[src/rtl/fpu_pkg.sv]
// Shared FPU types and constants: divider state encoding, exponent bias,
// iteration count and the packed infinity magnitude.
package fpu_pkg;

    typedef enum logic [1:0] {IDLE, DIV, ROUND, DONE} fdiv_state_t;

    localparam int          FP_BIAS    = 127;
    localparam int          FDIV_ITER  = 25;
    localparam logic [30:0] FP_INF_MAG = 31'h7F800000;

endpackage

[src/rtl/fdiv_round.sv]
// Combinational round-to-nearest-even and packing of a 25-bit quotient
// into an IEEE single (flush-to-zero, saturate to infinity).
module fdiv_round
    import fpu_pkg::*;
(
    input  logic [24:0]       q,
    input  logic              sticky,
    input  logic signed [9:0] ediff,
    input  logic              s,
    input  logic              z1,
    input  logic              z2,
    output logic [31:0]       y
);

    logic              round_up;
    logic [24:0]       sig_inc;
    logic [22:0]       frac;
    logic signed [9:0] exp_adj;
    logic              unused_hidden;

    // The hidden bit of the rounded significand is implicit in the packed word.
    assign unused_hidden = sig_inc[23];

    always_comb begin
        round_up = q[0] && (sticky || q[1]);
        sig_inc  = {1'b0, q[24:1]} + {24'd0, round_up};
        frac     = sig_inc[22:0];
        exp_adj  = ediff;
        // Carry out of the significand: value becomes 1.0 at the next exponent.
        if (sig_inc[24]) begin
            frac    = 23'd0;
            exp_adj = ediff + 10'sd1;
        end

        if (z1)
            y = {s, 31'd0};
        else if (z2)
            y = {s, FP_INF_MAG};
        else if (exp_adj <= 10'sd0)
            y = {s, 31'd0};
        else if (exp_adj >= 10'sd255)
            y = {s, FP_INF_MAG};
        else
            y = {s, exp_adj[7:0], frac};
    end

endmodule

[src/rtl/fdiv_seq.sv]
// Iterative single-precision divider, one restoring quotient bit per clock.
// Define FDIV_EARLY_OUT_EN to finish zero-exponent operands in one cycle.
module fdiv_seq
    import fpu_pkg::*;
(
    input  logic        clk,
    input  logic        rst,
    input  logic        in_valid,
    output logic        in_ready,
    input  logic [31:0] x1,
    input  logic [31:0] x2,
    output logic        out_valid,
    input  logic        out_ready,
    output logic [31:0] y,
    output logic [1:0]  dbg_state
);

    // Handshake: a transfer happens on an edge where valid && ready are both
    // high; in_ready and out_valid are decoded only from the state register.

    fdiv_state_t       state, state_nx;
    logic [4:0]        cnt;
    logic [24:0]       rem;
    logic [24:0]       q;
    logic [23:0]       m2;
    logic signed [9:0] ediff;
    logic              s, z1, z2;

    logic [23:0]       m1_in, m2_in;
    logic              lt_in;
    logic [9:0]        ediff_ld;
    logic              accept;
    logic              early;
    logic              ge;
    logic [23:0]       diff;
    logic [31:0]       y_rnd;

    assign m1_in    = {1'b1, x1[22:0]};
    assign m2_in    = {1'b1, x2[22:0]};
    assign lt_in    = m1_in < m2_in;
    assign ediff_ld = {2'b00, x1[30:23]} - {2'b00, x2[30:23]} + 10'(FP_BIAS) - {9'd0, lt_in};
    assign accept   = in_valid && (state == IDLE);

    // rem < 2*m2 always, so the low 24 bits suffice for the subtraction.
    assign ge   = rem >= {1'b0, m2};
    assign diff = rem[23:0] - m2;

`ifdef FDIV_EARLY_OUT_EN
    assign early = (x1[30:23] == 8'd0) || (x2[30:23] == 8'd0);
`else
    assign early = 1'b0;
`endif

    assign in_ready  = (state == IDLE);
    assign out_valid = (state == DONE);
    assign dbg_state = state;

    always_comb begin
        state_nx = state;
        case (state)
            IDLE:    if (accept) state_nx = early ? DONE : DIV;
            DIV:     if (cnt == 5'd0) state_nx = ROUND;
            ROUND:   state_nx = DONE;
            DONE:    if (out_ready) state_nx = IDLE;
            default: state_nx = IDLE;
        endcase
    end

    always_ff @(posedge clk) begin
        if (rst) begin
            state <= IDLE;
            cnt   <= 5'd0;
            rem   <= 25'd0;
            q     <= 25'd0;
            m2    <= 24'd0;
            ediff <= 10'sd0;
            s     <= 1'b0;
            z1    <= 1'b0;
            z2    <= 1'b0;
            y     <= 32'd0;
        end else begin
            state <= state_nx;
            if (accept) begin
                s     <= x1[31] ^ x2[31];
                z1    <= (x1[30:23] == 8'd0);
                z2    <= (x2[30:23] == 8'd0);
                m2    <= m2_in;
                rem   <= lt_in ? {m1_in, 1'b0} : {1'b0, m1_in};
                ediff <= $signed(ediff_ld);
                cnt   <= 5'(FDIV_ITER - 1);
                q     <= 25'd0;
                if (early)
                    y <= {x1[31] ^ x2[31], (x1[30:23] == 8'd0) ? 31'd0 : FP_INF_MAG};
            end else if (state == DIV) begin
                rem <= ge ? {diff, 1'b0} : {rem[23:0], 1'b0};
                q   <= {q[23:0], ge};
                cnt <= cnt - 5'd1;
            end else if (state == ROUND) begin
                y <= y_rnd;
            end
        end
    end

    fdiv_round u_round (
        .q      (q),
        .sticky (rem != 25'd0),
        .ediff  (ediff),
        .s      (s),
        .z1     (z1),
        .z2     (z2),
        .y      (y_rnd)
    );

endmodule
[config.mk]
export PLATFORM = sky130hd
export DESIGN_NAME = fdiv_seq
export DESIGN_NICKNAME = d
export VERILOG_FILES = /design/src/rtl/fpu_pkg.sv /design/src/rtl/fdiv_round.sv /design/src/rtl/fdiv_seq.sv
export SDC_FILE = /design/constraint.sdc
export NUM_CORES = 1
export LEC_CHECK = 0
export BUFFER_PORTS_ARGS = -buffer_cell sky130_fd_sc_hd__buf_2
export CAP_MARGIN = 40
export CORE_MARGIN = 1
export CORE_UTILIZATION = 54
export DETAILED_ROUTE_END_ITERATION = 12
export PLACE_DENSITY = 0.84
export RECOVER_POWER = 25
export SLEW_MARGIN = 30
export SYNTH_ARGS = -nofsm -noshare
export SYNTH_HDL_FRONTEND = slang
export SYNTH_HIERARCHICAL = 1
export SYNTH_SLANG_ARGS = --single-unit
[constraint.sdc]
create_clock -name clk -period 4.5 [get_ports clk]
set_clock_uncertainty 0.15 [all_clocks]
set_input_delay 1.125 -clock clk [delete_from_list [all_inputs] [get_ports clk]]
set_output_delay 1.125 -clock clk [all_outputs]
set_load 0.01 [all_outputs]
# After elaboration in Yosys (flattened, before gate mapping)
# Cells that the tools add are included.
# W data, S select, Z words.
[word_totals]
output_inout_bits = 36
reg_bits = 126
[op_classes]
n_addsub = 7
reduce_logical = 12
n_mux = 16
eq_ne = 6
bitwise_logic = 3
magnitude_cmp = 4
[ops]
columns = ["cell", "count"]
rows = [
  ["$mux W31", 4],
  ["$mux W25", 4],
  ["$add A24 B1 Y25", 1],
  ["$ge A25 B24 Y1", 1],
  ["$reduce_bool A25 Y1", 1],
  ["$lt A24 B24 Y1", 1],
  ["$sub A24 B24 Y24", 1],
  ["$mux W23", 1],
  ["$logic_not A8 Y1", 2],
  ["$add A10 B2 Y10 const B", 1],
  ["$add A9 B8 Y10 const B", 1],
  ["$ge A10 B9 Y1 const B", 1],
  ["$le A10 B1 Y1 const B", 1],
  ["$mux W10", 1],
  ["$mux W5", 2],
  ["$sub A10 B1 Y10", 1],
  ["$sub A8 B8 Y9", 1],
  ["$pmux W2 S4", 1],
  ["$mux W2", 3],
  ["$reduce_and A3 Y1", 2],
  ["$logic_not A5 Y1", 1],
  ["$sub A5 B1 Y5 const B", 1],
  ["$eq A2 B2 Y1 const B", 2],
  ["$ne A2 B1 Y1 const B", 2],
  ["other kinds (9)", 11],
]

# Depth between registers and ports, before layout
[logic_depth]
word_depth = 10
depth_mapped = 20

# Cells and area by module
# Netlist, hierarchy kept.
[by_module_without_submodules]
columns = ["module", "seq_area_each_um2", "n_inst", "cells_each", "area_each_um2"]
rows = [
  ["fdiv_seq", 2522.4, 1, 926, 7792.5],
  ["fdiv_round", 0.0, 1, 214, 1508.9],
]

# Worst setup path before layout
# OpenSTA, ideal clock, no wires.
[synth_path]
path_type = "input to register"
start = "in x2[21]"
end = "reg ediff[7]"
arrival_time_ns = 4.518
cell_stages = 19
path_slack_ns = -0.238
path_cell_list = "inv_1 -> ha_1 -> a211o_1 -> a2111oi_2 -> o211ai_1 -> o22ai_4 -> buf_4 -> inv_2 -> ha_1 -> ha_1 -> fa_1 -> a21o_1 -> a21oi_1 -> nor2b_1 -> o21a_1 -> nor2_1 -> xnor2_1 -> nand2_1 -> a21oi_1"
[synth_between]
elab_chain_len = 2
[synth_lines]
columns = ["element", "line_no", "source"]
rows = [
  ["start: declaration", "fdiv_seq.sv:11", "input logic [31:0] x2,"],
  ["$lt A24 B24 Y1", "fdiv_seq.sv:40", "assign lt_in = m1_in < m2_in;"],
  ["$sub A10 B1 Y10", "fdiv_seq.sv:41", "assign ediff_ld = {2'b00, x1[30:23]} - {2'b00, x2[30:23]} + 10'(FP_BIAS) - {9'd0, lt_in};"],
  ["end signal: assignment", "fdiv_seq.sv:89", "ediff <= $signed(ediff_ld);"],
  ["end: declaration", "fdiv_seq.sv:26", "logic signed [9:0] ediff;"],
]
# No other way between the ends.
# A chain may end at the register's enable or synchronous reset.

# Final worst setup path
[layout_path]
start = "in x2[19]"
end = "reg ediff[7]"
# The elaborated chain is that of the path after synthesis.

==> reports/qor.txt <==
die width -> 133 um
Syn Nets -> 1,282
PwrDens -> 648 nW/um^2
Via density -> 5.82
setup TNS -> 0 ns
post-route ant nets -> 0
yosys warns -> 6
critical path startpoint category -> input pin
die area -> 17,800 um^2
setup bufs post-CTS -> 0
reg2reg start -> rem[17]$_SDFFE_PP0P_
FMAX -> 233 MHz
initial antenna violation count -> 0
crit path to -> ediff[7]$_SDFFE_PP0P_
share of cells above drive strength 1 -> 18.8%
failing checks -> capacitance limit, slew limit
first-pass GRT wire length -> 38,200 um
number of global-route vias before repair -> 7,827
Buffers on Ports -> 103
Multi-input gate area -> 6230 um^2
CTS H-tree lvls -> 4
Worst R2R Path Depth -> 18
CP required -> 4.71 ns
CP peak stage delay -> 0.53 ns
routability congestion estimate -> 0.900
GRT Util Overall -> 26.3%
reg2reg setup slack -> 0.45 ns
Post-Syn Instances -> 1,140
Initial Util -> 55.7%
critical path's most frequent cell -> ha_4
outcome -> finished, violations left
sequential cell area -> 2520 um^2
worst-path maximum fanout -> 3
Num CTS Buffers -> 17
cts hold-fix bufs -> 0
Slew @ Worst Pin -> 1.91 ns
starting DRC count in detailed routing -> 735
Hold Crit Class -> reg -> reg
P_leak -> 4.56 nW
ys async rst share -> 0%
min cycle time layout -> 4.29 ns
CP startpoint -> x2[19]
routed vias -> 8,613
WHS -> 0.303 ns
WL/cell -> 15.6 um
Arr. time, crit path -> 4.49 ns
most common flop cell mapped by yosys -> dfxtp_1
CP max stage cell -> nor4_1
Hold Vio Cnt, Final -> 0
I/O pin count -> 104
RSZ-0062 raised after global routing -> no
Die Span Y -> 133 um
period utilization -> 95.2%
Critical Path End Type -> flop
CTS sink count -> 126
site row count -> 47
area delta synth->final -> 16.2%
CTS clk-pin slew, worst paths -> 0.06 ns
Post-DP HPWL -> 16,900 um
Post-Syn Area -> 9300 um^2
largest net degree at the start of global routing -> 80
Yosys cell types -> 86
Fill cells -> 1,393
maxcap violations -> 1
clk_lat worst skew -> 0.43 ns
Final nets -> 1,389
final cell count without fillers -> 1,480
TritonCTS clock tree -> built
worst hold stages -> 2
Placed Instances -> 1,447
Syn Area/Cell -> 8.16 um^2
crit path cell chain -> buf_2 > inv_1 > ha_1 > nand4_1 > nor4_1 > o21ai_0 > nor3_1 > buf_4 > o22ai_4 > inv_6 > ha_4 > ha_4 > fa_2 > a21o_1 > a21oi_2 > nor2b_1 > o21a_1 > nor2_1 > xnor2_1 > nand2_1 > a21oi_1
# DRC -> 0
WL final -> 23,100 um
CTS root buf -> clkbuf_16
clock buffer depth -> 2
cts repair resizes -> 0
Max Slew Vio Count -> 40
sequential share of the synthesized area -> 27.1%
final core occ -> 64.7%
core area -> 16,700 um^2
Slew headroom -> -27.0%
grt ovf -> 0
Reg2Reg Capture Point -> y[7]$_SDFFE_PP0P_
peak supply drop -> 0.460 mV
Setup Viol. Count Final -> 0
n_diodes -> 0
number of enable flip-flop cells after synthesis -> 0
Synth Register Bits -> 126
Initial DRT Pass Iterations -> 5
crit path kind -> in -> reg
metal layers:
metal | track usage, % | share of wire [%] | vias up
li1 | - | - | 4261
met1 | 37.4 | 48 | 4014
met2 | 40.2 | 44 | 301
met3 | 4.22 | 6.4 | 37
met4 | 9.15 | 1.8 | 0
met5 | 0 | 0 | -
placed cells by master (no fill, tap or decap), types with 4 or more instances in the layout:
| cell | n |
|---|---|
| nand2b_1 | 6 |
| a221oi_1 | 4 |
| nor2b_1 | 6 |
| buf_4 | 43 |
| or4_1 | 4 |
| and3_1 | 10 |
| or3_1 | 5 |
| a211o_1 | 6 |
| mux2i_1 | 75 |
| nor3_2 | 20 |
| a31oi_1 | 14 |
| a21o_1 | 15 |
| and2_1 | 5 |
| clkbuf_16 | 17 |
| nor3_1 | 35 |
| a2111oi_2 | 7 |
| a21oi_1 | 77 |
| nor4_1 | 18 |
| xnor2_1 | 45 |
| clkbuf_1 | 20 |
| o21a_1 | 9 |
| buf_2 | 83 |
| nand2_1 | 134 |
| dfxtp_1 | 126 |
| inv_6 | 6 |
| nor4b_2 | 4 |
| o211ai_1 | 5 |
| inv_1 | 78 |
| nor2_1 | 119 |
| xor2_1 | 18 |
| a211oi_1 | 25 |
| o31ai_1 | 5 |
| nand3_1 | 21 |
| o21ai_0 | 18 |
| nand4_1 | 13 |
| ha_1 | 67 |
report_power, final:
part | switching, W | leakage (nW) | internal (W)
Sequential | 0.000233 | 1.03 | 0.00133
Clock | 0.000575 | 0.291 | 0.000834
Combinational | 0.00233 | 3.24 | 0.00171
Total | 0.00314 | 4.56 | 0.00387
critical path: cells and delay by family:
family	cells	cell delay (ns)
xor gates and xnor gates	1	0.14
and+or+nand+nor	6	1.32
buffers and inverters	4	0.38
AOI/OAI and AO/OA	6	0.71
adders and majority gates	4	0.79
sequential cells by signal (all words and copies together), names as in the netlist:
name       count
m2            24
ediff         10
dbg_state      2
s              1
cnt            5
y             32
q             25
rem           25
z1             1
z2             1
synth_stat cells (5+ instances only):
library cell	number	area [um^2]
nand2_1	134	503
dfxtp_1	126	2520
nor2_1	119	447
inv_1	79	297
a21oi_1	78	390
mux2i_1	75	751
ha_1	71	888
xnor2_1	45	394
clkbuf_1	37	139
nor3_1	35	175
a211oi_1	25	188
nand3_1	21	105
nor3_2	20	200
nor4_1	19	119
o21ai_0	18	90.1
xor2_1	18	158
a21o_1	15	113
a31oi_1	14	87.6
nand4_1	13	81.3
buf_1	12	45.0
and3_1	10	62.6
o21a_1	9	67.6
buf_6	8	90.1
a2111oi_2	7	105
a211o_1	6	52.6
and2_1	6	37.5
nand2b_1	6	37.5
nor2b_1	6	37.5
o211ai_1	5	37.5
o31ai_1	5	37.5
or3_1	5	31.3
worst min path at each step:
stage / from / end / slack, ns
finish: m2[15]$_SDFFE_PP0P_ / m2[15]$_SDFFE_PP0P_ / 0.30
floorplan: ediff[4]$_SDFFE_PP0P_ / ediff[4]$_SDFFE_PP0P_ / 0.28
global placement: m2[22]$_SDFFE_PP0P_ / m2[22]$_SDFFE_PP0P_ / 0.29
global route: m2[21]$_SDFFE_PP0P_ / m2[21]$_SDFFE_PP0P_ / 0.32
detailed placement: m2[4]$_SDFFE_PP0P_ / m2[4]$_SDFFE_PP0P_ / 0.30
CTS: m2[4]$_SDFFE_PP0P_ / m2[4]$_SDFFE_PP0P_ / 0.31
stage by stage:
stage / worst slack (ns) / area, um^2 / total power [W]
after floorplan: 0.0498 / 9350 / 0.00473
after global placement: -0.0198 / 10200 / 0.00543
after detailed placement: -0.156 / 10200 / 0.00551
after CTS: 0.282 / 10800 / 0.00695
after global routing: 0.0244 / 10800 / 0.00748
final: 0.214 / 10800 / 0.00701
cell type report:
cell class / count / share of cell area [%]
sequential: 126 / 23.3
timing repair buffer: 149 / 8.08
clock inverter: 15 / 1.62
clock buffer: 17 / 3.94
tap: 220 / 2.55
inverter: 81 / 2.86
multi-input combinational: 872 / 57.6
logic make-up after synthesis:
group	after synthesis	synth area share, %
multiplexers	78	8.43
XOR/XNOR	64	6.11
flip-flops	126	27.1
AO/OA/AOI/OAI	233	18.4
AND/OR/NAND/NOR	423	23.2
buffers and inverters	142	6.54
adder cells (fa/ha/maj)	74	10.2
Power figures use the tool's default switching activity.
